==> src/rtl/regfile_pkg.sv <==
// Shared defaults and type aliases for the scoreboarded register file.
package regfile_pkg;

   localparam int DEF_DATA_W   = 19;
   localparam int DEF_NUM_REGS = 8;
   localparam int DEF_ADDR_W   = $clog2(DEF_NUM_REGS);

   typedef logic [DEF_ADDR_W-1:0] reg_addr_t;
   typedef logic [DEF_DATA_W-1:0] reg_data_t;

endpackage

==> src/rtl/regfile_rd_port.sv <==
// One read port: selects the addressed register, forwards a same-cycle write
// and reports whether the register still waits on an outstanding producer.
module regfile_rd_port
   import regfile_pkg::*;
#(
   parameter int DATA_W   = DEF_DATA_W,
   parameter int NUM_REGS = DEF_NUM_REGS,
   parameter int ADDR_W   = $clog2(NUM_REGS),
   parameter int ZERO_REG = 1,
   parameter int BYPASS   = 1
) (
   input  logic [ADDR_W-1:0]                rd_addr_i,
   input  logic [NUM_REGS-1:0][DATA_W-1:0]  regs_i,
   input  logic [NUM_REGS-1:0]              pending_i,
   input  logic                             wr_en_i,
   input  logic [ADDR_W-1:0]                wr_addr_i,
   input  logic [DATA_W-1:0]                wr_data_i,
   output logic [DATA_W-1:0]                rd_data_o,
   output logic                             rd_busy_o
);

   logic w_wr_hit;

   // A write to the hardwired zero register is never forwarded.
   always_comb begin
      w_wr_hit = 1'b0;
      if ((BYPASS != 0) && wr_en_i && (wr_addr_i == rd_addr_i) &&
          !((ZERO_REG != 0) && (wr_addr_i == {ADDR_W{1'b0}}))) begin
         w_wr_hit = 1'b1;
      end else begin
         w_wr_hit = 1'b0;
      end
   end

   // Output select: forwarded write data clears the busy indication.
   always_comb begin
      rd_data_o = {DATA_W{1'b0}};
      rd_busy_o = 1'b0;
      if (w_wr_hit) begin
         rd_data_o = wr_data_i;
         rd_busy_o = 1'b0;
      end else begin
         rd_data_o = regs_i[rd_addr_i];
         rd_busy_o = pending_i[rd_addr_i];
      end
   end

endmodule

==> src/rtl/regfile_sb.sv <==
// Multi-port register file with a pending-writeback scoreboard; storage and
// scoreboard flops live here, per-port read logic in regfile_rd_port.
module regfile_sb
   import regfile_pkg::*;
#(
   parameter int DATA_W   = DEF_DATA_W,
   parameter int NUM_REGS = DEF_NUM_REGS,
   parameter int NUM_RD   = 2,
   parameter int ZERO_REG = 1,
   parameter int BYPASS   = 1,
   localparam int ADDR_W  = $clog2(NUM_REGS)
) (
   input  logic                             clk,
   input  logic                             reset,
   input  logic [NUM_RD-1:0][ADDR_W-1:0]    rs_addr_i,
   output logic [NUM_RD-1:0][DATA_W-1:0]    rs_data_o,
   output logic [NUM_RD-1:0]                rs_busy_o,
   input  logic                             wr_en_i,
   input  logic [ADDR_W-1:0]                wr_addr_i,
   input  logic [DATA_W-1:0]                wr_data_i,
   input  logic                             issue_en_i,
   input  logic [ADDR_W-1:0]                issue_addr_i,
   output logic [NUM_REGS-1:0]              pending_o,
   output logic                             hazard_o
);

   logic [NUM_REGS-1:0][DATA_W-1:0] r_regs;
   logic [NUM_REGS-1:0]             r_pending;
   logic [NUM_REGS-1:0]             w_pending_nxt;
   logic                            w_wr_allowed;

   // Writes to the hardwired zero register are dropped entirely.
   always_comb begin
      w_wr_allowed = 1'b0;
      if (wr_en_i && !((ZERO_REG != 0) && (wr_addr_i == {ADDR_W{1'b0}}))) begin
         w_wr_allowed = 1'b1;
      end else begin
         w_wr_allowed = 1'b0;
      end
   end

   // Scoreboard next state: clear on writeback, then set on issue so a new
   // producer to the same register wins.
   always_comb begin
      w_pending_nxt = r_pending;
      if (wr_en_i) begin
         w_pending_nxt[wr_addr_i] = 1'b0;
      end else begin
         w_pending_nxt = r_pending;
      end
      if (issue_en_i) begin
         w_pending_nxt[issue_addr_i] = 1'b1;
      end else begin
         w_pending_nxt[issue_addr_i] = w_pending_nxt[issue_addr_i];
      end
      if (ZERO_REG != 0) begin
         w_pending_nxt[0] = 1'b0;
      end else begin
         w_pending_nxt[0] = w_pending_nxt[0];
      end
   end

   // Register storage.
   always_ff @(posedge clk) begin
      if (reset) begin
         r_regs <= {(NUM_REGS*DATA_W){1'b0}};
      end else if (w_wr_allowed) begin
         r_regs[wr_addr_i] <= wr_data_i;
      end
   end

   // Scoreboard flops; reset discards every outstanding producer.
   always_ff @(posedge clk) begin
      if (reset) begin
         r_pending <= {NUM_REGS{1'b0}};
      end else begin
         r_pending <= w_pending_nxt;
      end
   end

   assign pending_o = r_pending;
   assign hazard_o  = |rs_busy_o;

   for (genvar k = 0; k < NUM_RD; k++) begin : g_rd
      regfile_rd_port #(
         .DATA_W   (DATA_W),
         .NUM_REGS (NUM_REGS),
         .ADDR_W   (ADDR_W),
         .ZERO_REG (ZERO_REG),
         .BYPASS   (BYPASS)
      ) u_rd_port (
         .rd_addr_i (rs_addr_i[k]),
         .regs_i    (r_regs),
         .pending_i (r_pending),
         .wr_en_i   (wr_en_i),
         .wr_addr_i (wr_addr_i),
         .wr_data_i (wr_data_i),
         .rd_data_o (rs_data_o[k]),
         .rd_busy_o (rs_busy_o[k])
      );
   end

endmodule

==> config.mk <==
export PLATFORM = sky130hd
export DESIGN_NAME = regfile_sb
export DESIGN_NICKNAME = d
export VERILOG_FILES = /design/src/rtl/regfile_pkg.sv /design/src/rtl/regfile_rd_port.sv /design/src/rtl/regfile_sb.sv
export SDC_FILE = /design/constraint.sdc
export NUM_CORES = 1
export LEC_CHECK = 0
export ABC_AREA = 1
export BUFFER_PORTS_ARGS = -buffer_cell sky130_fd_sc_hd__buf_2
export CORE_MARGIN = 1
export CORE_UTILIZATION = 50
export CTS_BUF_LIST = sky130_fd_sc_hd__clkbuf_8
export DETAILED_ROUTE_END_ITERATION = 16
export PLACE_DENSITY = 0.67
export SLEW_MARGIN = 20
export SYNTH_ARGS = -nofsm -noshare
export SYNTH_HDL_FRONTEND = slang
export SYNTH_SLANG_ARGS = --single-unit
==> constraint.sdc <==
create_clock -name clk -period 4.6 [get_ports clk]
set_input_delay 0.92 -clock clk [delete_from_list [all_inputs] [get_ports clk]]
set_output_delay 0.92 -clock clk [all_outputs]
set_load 0.01 [all_outputs]
# == Word-level counts from Yosys, hierarchy flattened ==
# Cells that the tools add are included.
# totals
regBits,160
out_inout_bits,49
word_cells,58
# classes
n_lt_le_gt_ge,6
n_eq_ne,2
mux,27
n_bitwise,3
n_reduce_logical,10
# op_table
operator,count
152-bit bitwise mux,1
19-bit binary-select mux with 3-bit select,2
19-bit 2-to-1 mux,5
19-bit demux with 3-bit select,1
3-bit by 4-bit less-than comparator with 1-bit output (second input constant),4
8-bit 2-to-1 mux,2
1-bit 2-to-1 mux,10
1-bit binary-select mux with 3-bit select,3
8-bit AND,1
8-bit bitwise mux,1
8-bit inverter,1
8-bit bitwise OR,1
1-bit logical AND,7
1-bit demux with 3-bit select,2
3-bit == test,2
3-bit by 1-bit greater-or-equal comparator with 1-bit output (second input constant),2
3-bit zero test,1
2-bit OR reduction,1
1-bit zero test,1

# == Depth between registers and ports, before layout ==
# Gate-level depths: netlist (run 1).
# depth
word_depth,11
mapped_depth,10
ltp_nobuf,7

# == Modules after synthesis ==
# A second synthesis (run 1) with hierarchy kept.
# hier_totals
hier_cells,1806
area_unflattened_um2,10312.4
# modules_own_cells
module,n_inst,cells_each,area_per_inst_um2,seq_area_each_um2
regfile_sb,1,704,5535.3,3183.1
regfile_rd_port,2,551,2388.5,0.0

# == Worst setup path before layout (run 1) ==
# Ideal clock, no wire load.
# synth_timing
path_type,input -> output
start,input rs_addr_i[1] (netlist name)
end,output rs_busy_o[0]
t_arrival_ns,1.848
required_ns,3.680
slack_ns,1.832
path_stages,9
path_cell_list,buf_2 inv_2 clkbuf_1 nand3_1 nand2_1 nand2_1 nand3_1 inv_1 buf_4
# synth_via
elab_chain_len,5
elab_cells_between_ends,7
# synth_rtl
item,line,rtl
"start, declared",regfile_sb.sv:15,"input logic [NUM_RD-1:0][ADDR_W-1:0] rs_addr_i,"
3-bit == test,regfile_rd_port.sv:27,if ((BYPASS != 0) && wr_en_i && (wr_addr_i == rd_addr_i) &&
1-bit logical AND (2 in a row),regfile_rd_port.sv:27,
1-bit 2-to-1 mux,regfile_rd_port.sv:27,
1-bit 2-to-1 mux *,regfile_rd_port.sv:39,if (w_wr_hit) begin
"end, declared",regfile_sb.sv:17,"output logic [NUM_RD-1:0] rs_busy_o,"
# Mark *: on every way between the ends. The rest lies on a longest branch, timed or not. The select of a mux whose other input is x is not followed.

==> impl_metrics.json, run 1 <==
{
  "fin_setup_tns_ns": 0,
  "endpoint_kind": "output port",
  "clkTransAtPathRegs_ns": 0.09,
  "fp.dieH_um": 137,
  "antenna_found_initial": 2,
  "ys_seq_area_frac": 0.351,
  "dpl.cell_count": 1712,
  "synthCells": 1494,
  "irDropWorstVdd_uv": 181,
  "slew_headroom": 0.249,
  "fin_crit_sh": 0.799,
  "final_cells": 1745,
  "grt_pass1_vias": 8728,
  "io_buffers": 82,
  "yosys_warnings": 0,
  "drive_gt1_frac": 0.104,
  "p_leak_nw": 4.70,
  "min_period_ns": 3.68,
  "cts_hold_buf": 0,
  "start_kind": "primary input",
  "cts_tree": "built",
  "wl_met1_um": 13900,
  "cts_root_buf": "clkbuf_8",
  "die-area_um2": 18700,
  "vias_per_cell": 5.60,
  "cts_buffer_depth": 2,
  "ios": 84,
  "synth.cell_area_um2": 9070,
  "grt_pass1_wl_um": 48900,
  "overflow": 0,
  "final_nets": 1541,
  "cts_resized": 0,
  "wl_um": 31200,
  "pwr_density_cell_nw_per_um2": 322,
  "grt_setup_unrepaired": "no",
  "holdPathStages": 2,
  "final_hold_viol_count": 0,
  "setup_viol": 0,
  "cts_buffers": 17,
  "cap_violations": 0,
  "avgSynthCellArea_um2": 6.07,
  "path_class": "in -> out",
  "cts.sinks": 159,
  "max_freq_ghz": 0.272,
  "start_util": 0.517,
  "route.met2.wl_um": 14000,
  "wire_per_inst_um": 17.9,
  "cp.required_ns": 3.68,
  "drv_slew": 0,
  "grt_max_degree": 84,
  "cts_setup_buffers": 0,
  "htreeDepth": 4,
  "critPathMaxFanout": 22,
  "wl_met3_um": 2610,
  "drtIter0Drc": 1039,
  "r2r_cells": 4,
  "place_congestion": 0.902,
  "coreArea_um2": 17500,
  "status": "complete, no violations",
  "rows": 48,
  "clock_latency_ns": 0.46,
  "drc": 0,
  "hpwl_um": 19300,
  "ys_types": 21,
  "synthesis.nets": 1529,
  "ys_seq_elements": 159,
  "ant_nets": 0,
  "routed.top_layer": "met4",
  "track_usage": 0.346,
  "die_w_um": 137,
  "vias": 9768,
  "dr.pass1.iters": 5,
  "hp-class": "reg -> reg",
  "finClkSkew_ns": 0,
  "tightest_slew_ns": 1.12,
  "syn_to_final_growth_pct": 8.87,
  "critPathArrivalTime_ns": 2.76
}
[logic make-up after synthesis]
kind of cell | synth area share
AO/OA/AOI/OAI | 0.153
buffers and inverters | 0.136
flip-flops | 0.351
other | 0.000413
XOR/XNOR | 0.00193
AND/OR/NAND/NOR | 0.358
[area by class of cell]
type / instances / area (um^2)
clock inverter: 11 / 138
inverter: 181 / 681
sequential: 159 / 3180
antenna: 2 / 5.00
fill: 1788 / 7660
multi-input combinational: 1034 / 4660
timing repair buffer: 113 / 656
clock buffer: 20 / 275
tap: 225 / 282
[per-layer routing]
layer | track usage | vias up
li1 | - | 4827
met4 | 0.136 | 0
met3 | 0.0637 | 66
met1 | 0.477 | 4437
met5 | 0 | -
met2 | 0.532 | 438
[through the flow]
step	cell area [um^2]	utilization	total power (W)	hold WS, ns	setup slack, ns
after floorplan	9070	-	0.00187	0.424	1.83
after global placement	9460	0.539	0.00208	0.439	1.02
after detailed placement	9460	0.539	0.00208	0.442	0.991
after CTS	9870	0.563	0.00318	0.456	0.978
after global routing	9880	0.563	0.00331	0.478	0.883
final	9880	0.563	0.00318	0.454	0.923
[state kept, by name, summed over array words and instances, names as in the netlist]
name       flops
r_regs       152
pending_o      7
[critical path, stage by stage]
cell and delay (ns):
buf_2 0.36, inv_2 0.33, nand2_1 0.18, nand3_2 0.11, nor2_4 0.43, nand3_1 0.12
nand2_1 0.14, buf_2 0.15
[cell usage in the layout (no fill, tap or decap), drive strengths merged]
master    instances
conb              1
clkbuf           20
o21ai           143
inv             182
nand2           407
diode             2
nand3           319
bufinv            3
nor2             29
xor2              1
xnor2             1
clkinvlp          2
a21oi           133
clkinv            5
buf             113
dfxtp           159
[cells in the mapped netlist, drive strengths merged]
cell type  count  area [um^2]
clkbuf        59          221
conb           1         3.75
nand3        319         1600
buf           61          333
a21oi        133          666
xnor2          1         8.76
xor2           1         8.76
o21ai        143          719
dfxtp        159         3180
nor2          29          121
inv          181          679
nand2        407         1530
[worst paths after layout]
path / startpoint / endpoint / slack, ns
worst min register to register: r_regs[0]$_SDFFE_PP0P_ / r_regs[0]$_SDFFE_PP0P_ / 0.45
worst max register to register: pending_o[3]$_SDFF_PP0_ / pending_o[3]$_SDFF_PP0_ / 3.85
worst max-delay path: rs_addr_i[4] / rs_data_o[25] / 0.92
worst min-delay path: r_regs[0]$_SDFFE_PP0P_ / r_regs[0]$_SDFFE_PP0P_ / 0.45
[where the power goes]
part / internal (W) / switching (W) / leakage, nW / total, W
logic: 0.000195 / 0.000438 / 3.20 / 0.000633
clock network: 0.000573 / 0.000541 / 0.212 / 0.00111
registers: 0.00142 / 0.0000132 / 1.29 / 0.00143
total: 0.00219 / 0.000992 / 4.70 / 0.00318
No activity file was read; power rests on OpenSTA's default activity.
==> inputs of run 2 (changes only) <==
==> constraint.sdc (replaced) <==
create_clock -name clk -period 3.8 [get_ports clk]
set_input_delay 0.76 -clock clk [delete_from_list [all_inputs] [get_ports clk]]
set_output_delay 0.76 -clock clk [all_outputs]
set_load 0.01 [all_outputs]
==> run 2 against run 1 <==
Compared with the run above: utilization increased by 0.064 points; sequential power increased by 21%; first-iteration DRC count decreased by 8.6%; register-to-register slack got worse by 0.77 ns; critical endpoint is now rs_data_o[32]; clock power increased by 16%; critical path type unchanged; non-clock buffer count increased by 5; design area increased by 0.11%; highest routed layer unchanged; sequential share of layout area about the same; routed wire length decreased by 0.22%; largest power group unchanged; worst setup slack got worse by 0.17 ns.
==> impl_metrics.json, run 2 (synthesis gave the netlist of run 1 again) <==
{
  "wl_um": 31200,
  "p_int_w": 0.00256,
  "cp.required_ns": 3.04,
  "finalPower_w": 0.00379,
  "track_usage": 0.337,
  "overflow": 0,
  "drv_slew": 0,
  "clock_latency_ns": 0.46,
  "hp-class": "reg -> reg",
  "regMostFlops": "r_regs",
  "coreArea_um2": 17500,
  "final_common_cell": "nand2_1",
  "final_cell_mix": "nand2_1 (407), nand3_1 (318), inv_1 (174)",
  "place_congestion": 0.872,
  "grt_pass1_wl_um": 47900,
  "cts_buffer_depth": 2,
  "largest_reg_flops": 152,
  "seqPwrFrac": 0.457,
  "io_buffers": 82,
  "critPathMaxFanout": 38,
  "dpl.cell_count": 1717,
  "pwr_density_cell_nw_per_um2": 383,
  "cts_root_buf": "clkbuf_8",
  "rows": 48,
  "endpoint_kind": "output port",
  "final_hold_viol_count": 0,
  "wire_per_inst_um": 17.8,
  "path_class": "in -> out",
  "cts.sinks": 159,
  "status": "complete, no violations",
  "drc": 0,
  "vias_per_cell": 5.64,
  "die-area_um2": 18700,
  "htreeDepth": 4,
  "sw_frac_of_total": 0.326,
  "setup_slack_ns": 0.749,
  "vias": 9875,
  "finClkSkew_ns": 0,
  "cts_resized": 0,
  "min_period_ns": 3.05,
  "setup_viol": 0,
  "grt_max_degree": 73,
  "tightest_slew_ns": 0.764,
  "hpwl_um": 19100,
  "cts_tree": "built",
  "clkTransAtPathRegs_ns": 0.09,
  "start_kind": "primary input",
  "whs_ns": 0.454,
  "cts_buffers": 17,
  "final_cells": 1751,
  "irDropWorstVdd_uv": 246,
  "fp.dieH_um": 137,
  "max_freq_ghz": 0.328,
  "fin_setup_tns_ns": 0,
  "final_nets": 1546,
  "slew_headroom": 0.490,
  "multiInputGateArea_um2": 4660,
  "fin_crit_sh": 0.803,
  "dr.pass1.iters": 7,
  "clkPwrFrac": 0.339,
  "grt_setup_unrepaired": "no",
  "critPathArrivalTime_ns": 2.29,
  "drive_gt1_frac": 0.106,
  "die_w_um": 137,
  "cts_setup_buffers": 0,
  "cap_violations": 0,
  "cts_hold_buf": 0,
  "syn_to_final_growth_pct": 8.99,
  "final.fill_count": 1816,
  "p_leak_nw": 4.71,
  "grt_pass1_vias": 8550,
  "p_sw_w": 0.00123,
  "place_ws_ns": 0.816,
  "ff_latch_area_um2": 3180,
  "antenna_found_initial": 3,
  "ant_nets": 0,
  "ios": 84,
  "start_util": 0.517,
  "combPwrFrac": 0.204,
  "drtIter0Drc": 950
}
run 2: cell types whose count changed in the layout (fill, tap and decap cells not counted), moves of 2 or more:
cell / before / now
buf_4: 30 / 35
clkbuf_8: 20 / 18
clkinv_2: 5 / 2
inv_6: 1 / 4
run 2: final timing paths:
check	end	cells past startpoint	startpoint	slack [ns]
worst min register to register	r_regs[5]$_SDFFE_PP0P_	2	r_regs[5]$_SDFFE_PP0P_	0.45
worst max register to register	pending_o[6]$_SDFF_PP0_	4	pending_o[6]$_SDFF_PP0_	3.08
worst min-delay path	r_regs[5]$_SDFFE_PP0P_	2	r_regs[5]$_SDFFE_PP0P_	0.45
worst max-delay path	rs_data_o[32]	9	rs_addr_i[3]	0.75
run 2: per-layer routing:
layer  part of all wire  global-route usage  vias up
met2               0.44               0.508      503
li1                   -                   -     4844
met3              0.095              0.0630       68
met4              0.025               0.139        0
met1               0.44               0.470     4460
met5                  0                   0        -
run 2: power by group through the flow:
| stage | clock [W] | sequential [W] | combinational [W] |
|---|---|---|---|
| floorplan | 0 | 0.00177 | 0.000497 |
| global placement | 0 | 0.00177 | 0.000747 |
| detailed placement | 0 | 0.00177 | 0.000753 |
| CTS | 0.00129 | 0.00173 | 0.000755 |
| global route | 0.00136 | 0.00174 | 0.000839 |
| finish | 0.00129 | 0.00173 | 0.000772 |
run 2: cell type report:
type / count / area share
multi-input combinational: 1034 / 0.471
sequential: 159 / 0.322
timing repair buffer: 118 / 0.0701
inverter: 181 / 0.0688
tap: 225 / 0.0285
clock buffer: 18 / 0.0251
clock inverter: 13 / 0.0140
antenna: 3 / 0.000759
run 2: worst max-delay path: stages:
cell and delay (ns):
buf_2 0.15, inv_2 0.25, buf_4 0.45, nand2_1 0.11, nand3_1 0.08, nand3_1 0.09
nand3_1 0.13, nand2_1 0.08, buf_2 0.14
run 2: metrics by stage:
step                 util  instance area (um^2)
floorplan               -                  9070
global placement    0.541                  9500
detailed placement  0.541                  9500
CTS                 0.563                  9880
global route        0.564                  9890
finish              0.564                  9890
==> inputs of run 3 (changes only) <==
--- a/config.mk
+++ b/config.mk
@@ -11,7 +11,7 @@
 export CORE_UTILIZATION = 50
 export CTS_BUF_LIST = sky130_fd_sc_hd__clkbuf_8
 export DETAILED_ROUTE_END_ITERATION = 16
-export PLACE_DENSITY = 0.67
+export PLACE_DENSITY = 0.7
 export SLEW_MARGIN = 20
 export SYNTH_ARGS = -nofsm -noshare
 export SYNTH_HDL_FRONTEND = slang
==> constraint.sdc (replaced) <==
create_clock -name clk -period 2.5 [get_ports clk]
set_input_delay 0.5 -clock clk [delete_from_list [all_inputs] [get_ports clk]]
set_output_delay 0.5 -clock clk [all_outputs]
set_load 0.01 [all_outputs]
==> run 3 against run 2 <==
Compared with the run above: critical endpoint is now rs_data_o[36]; global-route usage is 0.17 points lower; register-to-register slack worse by 1.4 ns; sequential share of layout area fell by 0.74 points; combinational power up 57%.
==> impl_metrics.json, run 3 (synthesis gave the netlist of run 1 again) <==
{
  "clkTransAtPathRegs_ns": 0.09,
  "irDropWorstVdd_uv": 371,
  "track_usage": 0.335,
  "vias_per_cell": 5.66,
  "cts.sinks": 159,
  "antenna_found_initial": 0,
  "holdPathStages": 3,
  "p_leak_nw": 4.82,
  "tightest_slew_ns": 0.550,
  "rows": 48,
  "finClkSkew_ns": 0,
  "wire_per_inst_um": 17.5,
  "die_w_um": 137,
  "clock_latency_ns": 0.47,
  "path_class": "in -> out",
  "pwr_density_cell_nw_per_um2": 583,
  "ios": 84,
  "fin_setup_tns_ns": 0,
  "cts_buffers": 17,
  "die-area_um2": 18700,
  "min_period_ns": 2.25,
  "final_cell_mix": "nand2_1 (407), nand3_1 (318), inv_1 (173)",
  "start_util": 0.517,
  "path_cells": "buf_2 -> inv_2 -> nand2_1 -> nand2_1 -> nor2_1 -> nand3_1 -> buf_4 -> nand3_1 -> nand2_1 -> buf_2",
  "largest_reg_flops": 152,
  "cts_buffer_depth": 2,
  "drive_gt1_frac": 0.113,
  "r2r_cells": 4,
  "whs_ns": 0.409,
  "overflow": 0,
  "worst-path-stages": 10,
  "finalPower_w": 0.00590,
  "wl_um": 30800,
  "final_common_cell": "nand2_1",
  "endpoint_kind": "output port",
  "critPathMaxFanout": 10,
  "grt_pass1_vias": 8566,
  "grt_setup_unrepaired": "no",
  "fp.dieH_um": 137,
  "drc": 0,
  "slew_headroom": 0.633,
  "drtIter0Drc": 1121,
  "grt_pass1_wl_um": 47600,
  "coreArea_um2": 17500,
  "vias": 9955,
  "setup_viol": 0,
  "cp.required_ns": 2.00,
  "grt_max_degree": 141,
  "hpwl_um": 19600,
  "cts_resized": 0,
  "diodes": 0,
  "fin_crit_sh": 0.902,
  "regMostFlops": "r_regs",
  "cts_tree": "built",
  "cap_violations": 0,
  "hp-class": "in -> reg",
  "cts_setup_buffers": 0,
  "cts_root_buf": "clkbuf_8",
  "cts_hold_buf": 0,
  "dr.pass1.iters": 5,
  "drv_slew": 0,
  "start_kind": "primary input",
  "max_freq_ghz": 0.443,
  "slowest_stage": "buf_4",
  "crit_top_cell": "nand2_1",
  "critPathArrivalTime_ns": 1.75,
  "syn_to_final_growth_pct": 11.5,
  "final_nets": 1556,
  "path_delay_family": "buffers and inverters",
  "critPathMaxStageDelay_ns": 0.22,
  "ant_nets": 0,
  "final_hold_viol_count": 0,
  "htreeDepth": 4,
  "status": "complete, no violations",
  "io_buffers": 82,
  "cp_num_buf_inv": 4,
  "place_congestion": 0.904
}
-- run 3: changes by cell type in the layout (fill, tap and decap cells not counted), sizes merged --
| cell | delta |
|---|---|
| diode | -3 |
| clkbuf | +1 |
| bufinv | +1 |
| inv | -4 |
| buf | +10 |
| clkinv | +3 |
-- run 3: cell type report --
type,count,area [um^2]
Fill cell,1817,7420
Multi-Input combinational cell,1034,4660
Inverter,181,679
Timing Repair Buffer,128,893
Tap cell,225,282
Clock inverter,13,165
Clock buffer,19,262
Sequential cell,159,3180
-- run 3: path summary, 6_finish.rpt --
kind | start | end | slack (ns)
setup / recovery | rs_addr_i[4] | rs_data_o[36] | 0.25
setup reg to reg | pending_o[4]$_SDFF_PP0_ | pending_o[4]$_SDFF_PP0_ | 1.73
hold / removal | wr_data_i[11] | r_regs[87]$_SDFFE_PP0P_ | 0.41
hold reg to reg | r_regs[0]$_SDFFE_PP0P_ | r_regs[0]$_SDFFE_PP0P_ | 0.45
-- run 3: layer usage --
layer	share of wire	track usage	vias to the layer above
li1	-	-	4857
met4	0.030	0.136	0
met1	0.43	0.468	4498
met2	0.44	0.502	530
met5	0	0	-
met3	0.097	0.0678	70
-- run 3: power by group --
group / switching [W] / internal [W]
Sequential: 0.0000236 / 0.00261
Clock: 0.00102 / 0.00104
Combinational: 0.000814 / 0.000393
Total: 0.00186 / 0.00404
-- run 3: worst reg2reg max path, cell delays in order, from the launching register on --
cell	delay, ns
dfxtp_1	0.44
nand2_1	0.07
o21ai_0	0.08
nand2_1	0.06
inv_1	0.06
-- run 3: metrics by stage --
step	cells	cell area (um^2)	worst slack (ns)	util
6_report	1759	10100	0.245	0.577
5_1_grt	1759	10100	0.158	0.577
4_1_cts	1759	10100	0.254	0.577
3_5_place_dp	1727	9690	0.259	0.553
3_3_place_gp	1727	9690	0.295	0.553
2_1_floorplan	1494	9070	0.572	-
